`src/rtl/control_unit.sv`:
```
// Two-phase FETCH/EXEC instruction sequencer for the data_path.
// Controls are decoded from the latched instruction register only, so instr never reaches the outputs.
module control_unit #(
   parameter int unsigned ADDR_WIDTH = 4
) (
   input  logic                  clk,
   input  logic                  rst_n,
   input  logic                  en,
   input  logic [7:0]            instr,
   input  logic                  cout,
   output logic [ADDR_WIDTH-1:0] pc,
   output logic [1:0]            addr_reg,
   output logic                  sel_in,
   output logic                  sel_op,
   output logic                  carry,
   output logic                  halted
);

   typedef enum logic [1:0] {StFetch, StExec, StHalt} state_e;

   localparam logic [3:0] OpNop  = 4'h0;
   localparam logic [3:0] OpInA  = 4'h1;
   localparam logic [3:0] OpInB  = 4'h2;
   localparam logic [3:0] OpAddA = 4'h3;
   localparam logic [3:0] OpSubA = 4'h4;
   localparam logic [3:0] OpAddB = 4'h5;
   localparam logic [3:0] OpOut  = 4'h6;
   localparam logic [3:0] OpJmp  = 4'h7;
   localparam logic [3:0] OpJc   = 4'h8;
   localparam logic [3:0] OpJnc  = 4'h9;
   localparam logic [3:0] OpHalt = 4'hF;

   state_e                state_q, state_d;
   logic [ADDR_WIDTH-1:0] pc_q, pc_d;
   logic [7:0]            ir_q, ir_d;
   logic                  carry_q, carry_d;
   logic                  alu_pend_q, alu_pend_d;
   logic                  halted_q, halted_d;
   logic [ADDR_WIDTH-1:0] imm_ext;

   assign imm_ext = ADDR_WIDTH'(ir_q[3:0]);

   always_ff @(posedge clk or negedge rst_n) begin
      if (!rst_n) begin
         state_q    <= StFetch;
         pc_q       <= '0;
         ir_q       <= '0;
         carry_q    <= 1'b0;
         alu_pend_q <= 1'b0;
         halted_q   <= 1'b0;
      end else begin
         state_q    <= state_d;
         pc_q       <= pc_d;
         ir_q       <= ir_d;
         carry_q    <= carry_d;
         alu_pend_q <= alu_pend_d;
         halted_q   <= halted_d;
      end
   end

   always_comb begin
      state_d    = state_q;
      pc_d       = pc_q;
      ir_d       = ir_q;
      carry_d    = carry_q;
      alu_pend_d = alu_pend_q;
      halted_d   = halted_q;
      addr_reg   = 2'd3;
      sel_in     = 1'b0;
      sel_op     = 1'b0;

      unique case (state_q)
         StFetch: begin
            if (en) begin
               ir_d    = instr;
               pc_d    = pc_q + ADDR_WIDTH'(1);
               state_d = StExec;
               // The data_path registered cout at the previous EXEC edge; pick it up now.
               if (alu_pend_q) begin
                  carry_d    = cout;
                  alu_pend_d = 1'b0;
               end
            end
         end
         StExec: begin
            if (en) state_d = StFetch;
            case (ir_q[7:4])
               OpInA: begin
                  addr_reg = 2'd0;
                  sel_in   = 1'b1;
               end
               OpInB: begin
                  addr_reg = 2'd1;
                  sel_in   = 1'b1;
               end
               OpAddA: begin
                  addr_reg = 2'd0;
                  if (en) alu_pend_d = 1'b1;
               end
               OpSubA: begin
                  addr_reg = 2'd0;
                  sel_op   = 1'b1;
                  if (en) alu_pend_d = 1'b1;
               end
               OpAddB: begin
                  addr_reg = 2'd1;
                  if (en) alu_pend_d = 1'b1;
               end
               OpOut: addr_reg = 2'd2;
               OpJmp: if (en) pc_d = imm_ext;
               OpJc:  if (en && carry_q) pc_d = imm_ext;
               OpJnc: if (en && !carry_q) pc_d = imm_ext;
               OpHalt: begin
                  if (en) begin
                     state_d  = StHalt;
                     halted_d = 1'b1;
                  end
               end
               OpNop:   ;
               default: ;
            endcase
         end
         StHalt:  ;
         default: state_d = StFetch;
      endcase
   end

   assign pc     = pc_q;
   assign carry  = carry_q;
   assign halted = halted_q;

endmodule
```
`config.mk`:
```
export PLATFORM = sky130hd
export DESIGN_NAME = control_unit
export DESIGN_NICKNAME = d
export VERILOG_FILES = /design/src/rtl/control_unit.sv
export SDC_FILE = /design/constraint.sdc
export NUM_CORES = 1
export LEC_CHECK = 0
export CORE_MARGIN = 2
export CORE_UTILIZATION = 43
export DETAILED_ROUTE_END_ITERATION = 7
export DONT_BUFFER_PORTS = 1
export MAX_ROUTING_LAYER = met4
export PLACE_DENSITY = 0.58
export SLEW_MARGIN = 10
export SYNTH_ARGS = -nofsm -noshare
export SYNTH_HDL_FRONTEND = slang
export SYNTH_SLANG_ARGS = --single-unit
```
`constraint.sdc`:
```
create_clock -name clk -period 4.2 [get_ports clk]
set_input_delay 0.21 -clock clk [delete_from_list [all_inputs] [get_ports clk]]
set_output_delay 0.21 -clock clk [all_outputs]
set_load 0.01 [all_outputs]
```
==> results of run 1 <==
cell type report:
type,instances,area share (%)
inverters,1,0.392
well taps,27,3.52
clock buffers,4,2.74
multi-input cells,60,47.9
flip-flops and latches,17,44.4
repair buffers,1,1.04
cells in the mapped netlist, drive strengths merged, types with 2 or more instances:
master | n | area, um2
a21oi | 5 | 36.3
nand2b | 2 | 20.0
nand2 | 9 | 33.8
o21ai | 2 | 10.0
nor2 | 7 | 31.3
nor4 | 2 | 27.5
nand4b | 2 | 23.8
xnor2 | 3 | 26.3
nand3 | 2 | 10.0
nor3 | 3 | 15.0
mux2 | 10 | 116
buf | 5 | 43.8
dfrtp | 17 | 425
o2bb2ai | 2 | 17.5
worst max-delay path: cells and delay by family, from the launching register on:
family | cells | cell delay, ns
DFF | 1 | 0.49
and+or+nand+nor | 2 | 0.82
flip-flops by register name, indices dropped and copies added, names as in the netlist:
register / cells
ir_q: 8
carry: 1
halted: 1
pc: 4
state_q: 2
alu_pend_q: 1
logic make-up after synthesis:
logic type,synth area share (%)
AO/OA/AOI/OAI,9.53
XOR/XNOR,3.76
adder cells (fa/ha/maj),1.34
buffers and inverters,5.10
flip-flops,45.6
multiplexers,13.6
AND/OR/NAND/NOR,21.1
metrics by stage:
stage	setup slack [ns]	utilization [%]	hold WS [ns]
2_1_floorplan	2.78	-	-0.0856
3_3_place_gp	2.63	46.1	-0.0852
3_5_place_dp	2.60	46.1	-0.0852
4_1_cts	2.39	47.9	0.0637
5_1_grt	2.34	47.9	0.0500
6_report	2.40	47.9	0.0686
repair_timing:
| item | 4_1_cts | 5_1_grt |
|---|---|---|
| gates resized for setup | 0 | 0 |
| endpoints found under the hold margin | 17 | 0 |
| hold buffers | 1 | 0 |
per-layer routing:
metal / up-vias / part of all wire (%)
li1: 294 / -
met1: 292 / 48
met2: 13 / 47
met3: 2 / 4.2
met4: 0 / 0.56
met5: - / 0
worst paths after layout:
kind                            cells after the start          to
worst max-delay path                                2      sel_in
max in group asynchronous                           1  alu_pend_q
worst min register to register                      1  state_q[0]
worst max register to register                      4       pc[0]
min in group asynchronous                           1  state_q[1]
worst min-delay path                                1       carry
power breakdown:
group          internal, mW  switching, mW  total, mW
registers             0.244          0.129      0.373
clock network        0.0368         0.0489     0.0857
logic                 0.162          0.142      0.304
total                 0.443          0.320      0.762
==> flow_summary.ini, run 1 <==
[worst_setup_path]
path_max_fanout = 7
worstPathRequired_ns = 3.99
reg2reg_slack_ns = 2.58
crit_type = reg -> out
slowest_delay_ns = 0.49
timing.rr.start = state_q[0]
arrival_ns = 1.59
critPathLaunch = state_q[0]
path_cells = or2b_1 -> nor4_1
startpoint_type = flop
slowest_stage = dfrtp_1
end_kind = primary output

[floorplanning]
pin_count = 22
die_y_um = 50.6
core_um2 = 2000
start_util_pct = 46.6
rows = 16
die_width_um = 50.6
dieArea_um2 = 2560

[yosys]
avgSynthCellArea_um2 = 11.2
yosysWarnings = 0
syn_nets = 96
synth_edf_count = 0
ys_seq_area_share_pct = 45.6
ys_ff_latch = 17
netlist_area_um2 = 932
synth.distinct_cells = 33
synth_async_sr_flop_share_pct = 100
synthCells = 83
synth-main-ff-cell = dfrtp_1

[routing]
drt_iter0_drc = 7
wl_per_cell_um = 14.6
wl_um = 1600
drc = 0
drt_pre_antenna_iters = 4
via_per_inst = 5.46
vias = 601
ant_nets = 0

[timing]
min_period_ns = 1.80
fin_crit_sh_pct = 42.9
finalHoldViolations = 0
setup_violations = 0
tightestPinTransition_ns = 0.771
slew_headroom_pct = 48.4
setup_tns_ns = 0
grt_setup_unrepaired = no
timing.fmax_mhz = 554
slew_viol_final = 0
clock_skew_ns = 0.00543

[placement]
dp_hpwl_um = 1180
place_area_um2 = 922
port_buffers = 0
gp_congestion = 0.810
dp_cells = 105

[clocking]
clk_latency_ns = 0.28
numCtsBuffers = 3
postCtsSetupBuffers = 0
cts_tree = done
cts_root_buffer = clkbuf_4
clk_pin_slew_ns = 0.10
htree_levels = 1
clock-sinks = 17
clockBufferDepth = 2

[cells_and_area]
final_common_cell = dfrtp_1
drive_gt1_share_pct = 24.1
nNetsFinal = 97
fin_area_um2 = 958
multi_input_area_um2 = 459
regArea_um2 = 425
area_growth_pct = 2.82
fin_cells = 110
antennaDiodeCount = 0
layout_common_cells = 17 x dfrtp_1, 9 x nand2_1, 9 x mux2_2
fillers = 186

[power]
leakage_nw = 0.395
power_density_nw_per_um2 = 795
ir_worst_vdd_mv = 0.465
power_uw = 762

[grt]
grt_pass1_vias = 621
grt_usage_pct = 15.0
grt-ovfl-total = 0
antenna_found_initial = 0
grt_max_degree = 18
use_met2_pct = 24.1
busiest_layer = met2
met1_usage_pct = 18.7
grt_pass1_wl_um = 2810
use_met3_pct = 4.17

[hold_path]
min-delay-start = cout
hp-class = in -> reg

[run]
max_cap_violations = 0

[status]
status = finished clean
(Power assumes the default switching activity.)
==> run 2, diff against run 1 <==
--- a/config.mk
+++ b/config.mk
@@ -5,6 +5,7 @@
 export SDC_FILE = /design/constraint.sdc
 export NUM_CORES = 1
 export LEC_CHECK = 0
+export ABC_AREA = 1
 export CORE_MARGIN = 2
 export CORE_UTILIZATION = 43
 export DETAILED_ROUTE_END_ITERATION = 7
==> constraint.sdc (replaced) <==
create_clock -name clk -period 1.9 [get_ports clk]
set_input_delay 0.095 -clock clk [delete_from_list [all_inputs] [get_ports clk]]
set_output_delay 0.095 -clock clk [all_outputs]
set_load 0.01 [all_outputs]
==> flow_summary.ini, run 2 <==
[floorplanning]
core_um2 = 2000
die_y_um = 50.7
die_width_um = 50.7
dieArea_um2 = 2570
pin_count = 22
start_util_pct = 46.8
rows = 16

[worst_setup_path]
crit_type = reg -> out
crit_buf_inv = 1
arrival_ns = 1.53
slowest_delay_ns = 0.57
slowest_stage = o311ai_0
critPathTopFamily = compound AO/OA/AOI/OAI gates
r2r_cells = 8
worstPathRequired_ns = 1.80
startpoint_type = flop
reg2reg_slack_ns = 0.53
timing.rr.start = state_q[1]
path_max_fanout = 6
end_kind = primary output
r2r-end = pc[0]
path_cells = inv_1 -> nand2_1 -> o311ai_0

[timing]
slew_viol_final = 0
setup_violations = 0
setup_tns_ns = 0
slew_headroom_pct = 49.6
finalHoldViolations = 0
fin_crit_sh_pct = 85.7
timing.fmax_mhz = 614
tightestPinTransition_ns = 0.753
fin_ws_ns = 0.272
min_period_ns = 1.63
clock_skew_ns = 0.0138
grt_setup_unrepaired = no

[power]
pwr-share-clk_pct = 15.3
switching_share_pct = 43.4
seqPwrFrac_pct = 46.2
internal-power_uw = 741
ir_worst_vdd_mv = 0.688
leakage_nw = 0.571
power_mw = 1.31
netSwitchingPower_uw = 567
power_density_nw_per_um2 = 1180
combPwrFrac_pct = 38.5

[cells_and_area]
largest_reg_flops = 8
layout_common_cells = 45 x nand2_1, 17 x dfrtp_1, 16 x inv_1
fillers = 204
fin_cells = 169
fin_area_um2 = 1110
nNetsFinal = 156
regMostFlops = ir_q
antennaDiodeCount = 0
final_common_cell = nand2_1
drive_gt1_share_pct = 8.45
area_growth_pct = 18.6

[hold_path]
hp-class = in -> reg
hold_depth = 2
min-delay-start = en
min_to = state_q[0]

[placement]
dp_cells = 154
dp_hpwl_um = 1430
port_buffers = 0
place_area_um2 = 973
place_ws_ns = 0.571
gp_congestion = 0.879

[yosys]
synth_async_sr_flop_share_pct = 100
synth.distinct_cells = 20
ys_ff_latch = 17
yosysWarnings = 0
synth_edf_count = 0
synthCells = 127
syn_nets = 140
yosys.area.top_type_share_pct = 45.4
ys_seq_area_share_pct = 45.4
yosys-top-cells-count = 45 x nand2_1, 17 x dfrtp_1, 16 x inv_1
yosys-top-cells-area = dfrtp_1 45%, nand2_1 18%, o21ai_0 6.4%, inv_1 6.4%, nand3_1 4.3%
synth-main-ff-cell = dfrtp_1
avgSynthCellArea_um2 = 7.38
synth_most_common_cell = nand2_1
netlist_area_um2 = 937
yosys.area.top_type = dfrtp_1

[grt]
grt_max_degree = 18
grt-ovfl-total = 0
grt_pass1_vias = 759
grt_usage_pct = 17.6
grt_pass1_wl_um = 3310
antenna_found_initial = 0

[routing]
vias = 827
drt_iter0_drc = 16
wl_per_cell_um = 10.9
wl_um = 1850
drt_pre_antenna_iters = 4
via_per_inst = 4.89
ant_nets = 0
drc = 0

[clocking]
clock-sinks = 17
clk_latency_ns = 0.30
postCtsSetupBuffers = 0
numCtsBuffers = 3
ctsResizeCount = 0
htree_levels = 1
clockBufferDepth = 2
cts_hold_buffers = 11
clk_pin_slew_ns = 0.11
cts_tree = done
cts_root_buffer = clkbuf_4

[status]
status = finished clean

[run]
max_cap_violations = 0
==> run 2: worst max path at each step <==
stage	to	depth (start not counted)	slack [ns]	start
3_3_place_gp	addr_reg[1]	3	0.60	ir_q[7]
5_1_grt	addr_reg[1]	3	0.16	ir_q[7]
3_5_place_dp	pc[3]	9	0.57	state_q[0]
6_report	addr_reg[1]	3	0.27	ir_q[7]
4_1_cts	addr_reg[1]	3	0.27	ir_q[7]
2_1_floorplan	addr_reg[1]	3	0.71	ir_q[7]
==> run 2: worst register-to-register path, delay by kind of cell (launching register included) <==
kind | cells | cell delay (ns)
buf+inv | 1 | 0.09
simple gates | 7 | 0.73
flops | 1 | 0.44
==> run 2: through the flow <==
| stage | hold WS, ns | utilization [%] |
|---|---|---|
| 2_1_floorplan | -0.201 | - |
| 3_3_place_gp | -0.200 | 48.6 |
| 3_5_place_dp | -0.200 | 48.6 |
| 4_1_cts | 0.0359 | 55.5 |
| 5_1_grt | 0.0394 | 55.5 |
| 6_report | 0.0387 | 55.5 |
==> run 2: routing by layer <==
layer  track usage, %  share of wire (%)  wire length (um)  vias up
met5                -                  0                 0        -
met3             3.57                3.6                67        4
li1                 -                  -                 -      435
met1             23.5                 50               920      373
met4             6.76                1.2                22        0
met2             26.3                 45               835       15
==> run 2: final cells by class <==
class	count	area [um2]	share of cell area [%]
Tap cell	27	33.8	3.04
Clock inverter	1	5.00	0.450
Inverter	18	67.6	6.08
Timing Repair Buffer	12	118	10.6
Clock buffer	3	22.5	2.03
Multi-Input combinational cell	91	439	39.5
Sequential cell	17	425	38.3
==> run 2: power groups by stage <==
stage / combinational [mW] / clock [mW] / sequential (mW)
after floorplan: 0.400 / 0 / 0.585
after global placement: 0.486 / 0 / 0.609
after detailed placement: 0.479 / 0 / 0.614
after CTS: 0.508 / 0.203 / 0.606
after global routing: 0.589 / 0.217 / 0.621
final: 0.504 / 0.200 / 0.604
==> run 2: kinds of logic after synthesis <==
family          count (synthesis)  share of synthesized area (%)
fa+ha+maj                       1                           1.33
flops                          17                           45.4
compound gates                 21                           13.4
simple gates                   68                           31.2
buf+inv                        19                           7.74
xor+xnor                        1                          0.935
==> run 3, diff against run 2 <==
==> constraint.sdc (replaced) <==
create_clock -name clk -period 2.05 [get_ports clk]
set_input_delay 0.1025 -clock clk [delete_from_list [all_inputs] [get_ports clk]]
set_output_delay 0.1025 -clock clk [all_outputs]
set_load 0.01 [all_outputs]
==> flow_summary.ini, run 3 (synthesis gave the netlist of run 2 again) <==
[worst_setup_path]
timing.rr.start = state_q[1]
r2r_cells = 8
crit_type = reg -> out
arrival_ns = 1.51
reg2reg_slack_ns = 0.70
slowest_stage = o311ai_0
path_cells = inv_1 -> nand2_1 -> o311ai_0
crit_path_end = addr_reg[1]
worstPathRequired_ns = 1.95
r2r-end = pc[0]
cp.depth = 3
crit_buf_inv = 1
path_max_fanout = 6
startpoint_type = flop
critPathTopFamily = compound AO/OA/AOI/OAI gates
end_kind = primary output
critPathLaunch = ir_q[7]
slowest_delay_ns = 0.57

[power]
power_density_nw_per_um2 = 1080
leakage_nw = 0.571
power_mw = 1.20
ir_worst_vdd_mv = 0.644

[clocking]
ctsResizeCount = 0
postCtsSetupBuffers = 0
cts_root_buffer = clkbuf_4
clk_pin_slew_ns = 0.10
clock-sinks = 17
numCtsBuffers = 3
htree_levels = 1
clk_latency_ns = 0.29
clockBufferDepth = 2
cts_tree = done
cts_hold_buffers = 11

[timing]
fin_crit_sh_pct = 78.7
fin_ws_ns = 0.436
tightestPinTransition_ns = 0.743
slew_viol_final = 0
clock_skew_ns = 0.00664
min_period_ns = 1.61
timing.fmax_mhz = 619
finalHoldViolations = 0
setup_violations = 0
grt_setup_unrepaired = no
setup_tns_ns = 0
slew_headroom_pct = 50.3

[cells_and_area]
area_growth_pct = 18.6
fin_area_um2 = 1110
fillers = 210
nNetsFinal = 156
fin_cells = 169
largest_reg_flops = 8
final_common_cell = nand2_1
drive_gt1_share_pct = 8.45
antennaDiodeCount = 0
regMostFlops = ir_q
layout_common_cells = 45 x nand2_1, 17 x dfrtp_1, 16 x inv_1

[grt]
grt_pass1_wl_um = 3220
grt_pass1_vias = 729
grt_usage_pct = 17.3
antenna_found_initial = 0
grt-ovfl-total = 0
grt_max_degree = 18

[floorplanning]
core_um2 = 2000
pin_count = 22
rows = 16
die_y_um = 50.7
die_width_um = 50.7
start_util_pct = 46.8
dieArea_um2 = 2570

[placement]
dp_cells = 154
port_buffers = 0
place_ws_ns = 0.727
place_area_um2 = 973
gp_congestion = 0.879
dp_hpwl_um = 1440

[status]
status = finished clean

[hold_path]
min-delay-start = en
hold_depth = 2
hp-class = in -> reg

[routing]
drt_iter0_drc = 18
drt_pre_antenna_iters = 4
wl_um = 1840
ant_nets = 0
drc = 0
wl_per_cell_um = 10.9
vias = 825
via_per_inst = 4.88

[run]
max_cap_violations = 0
-- run 3: cell counts in the layout (fill, tap and decap cells not counted) --
Identical to the previous run, type by type.
-- run 3: final cells by class --
cell class,instances,area [um2],share of cell area [%]
clock buffers,3,22.5,2.03
clock inverters,1,5.00,0.450
repair buffers,12,118,10.6
multi-input cells,91,439,39.5
flip-flops and latches,17,425,38.3
well taps,27,33.8,3.04
inverters,18,67.6,6.08
-- run 3: worst min path at each step --
stage,end,slack [ns]
floorplan,alu_pend_q,-0.19
global placement,halted,-0.19
detailed placement,halted,-0.19
CTS,state_q[0],0.06
global route,state_q[0],0.05
finish,state_q[0],0.06
-- run 3: layer usage --
| layer | share of wire (%) | global-route usage (%) | up-vias | routed length [um] |
|---|---|---|---|---|
| met5 | 0 | - | - | 0 |
| met4 | 0.44 | 6.76 | 0 | 8 |
| met3 | 4.7 | 3.57 | 2 | 86 |
| met2 | 46 | 27.2 | 17 | 839 |
| met1 | 49 | 21.8 | 371 | 905 |
| li1 | - | - | 435 | - |
-- run 3: power breakdown --
part	leakage, nW	internal (mW)	switching [mW]
combinational	0.346	0.176	0.289
sequential	0.208	0.438	0.122
clock	0.0177	0.0724	0.104
-- run 3: stage by stage --
stage	utilization, %	hold WS [ns]
after floorplan	-	-0.193
after global placement	48.6	-0.193
after detailed placement	48.6	-0.193
after CTS	55.5	0.0556
after global routing	55.5	0.0547
final	55.5	0.0629
-- run 3: worst reg2reg max path, stage by stage, from the launching register on --
cell and delay (ns):
dfrtp_1 0.43, inv_2 0.09, nand2_1 0.14, nor2_1 0.14
nand2_1 0.06, nand2_1 0.19, nor2_4 0.08, nand2_1 0.06
nand2_1 0.05
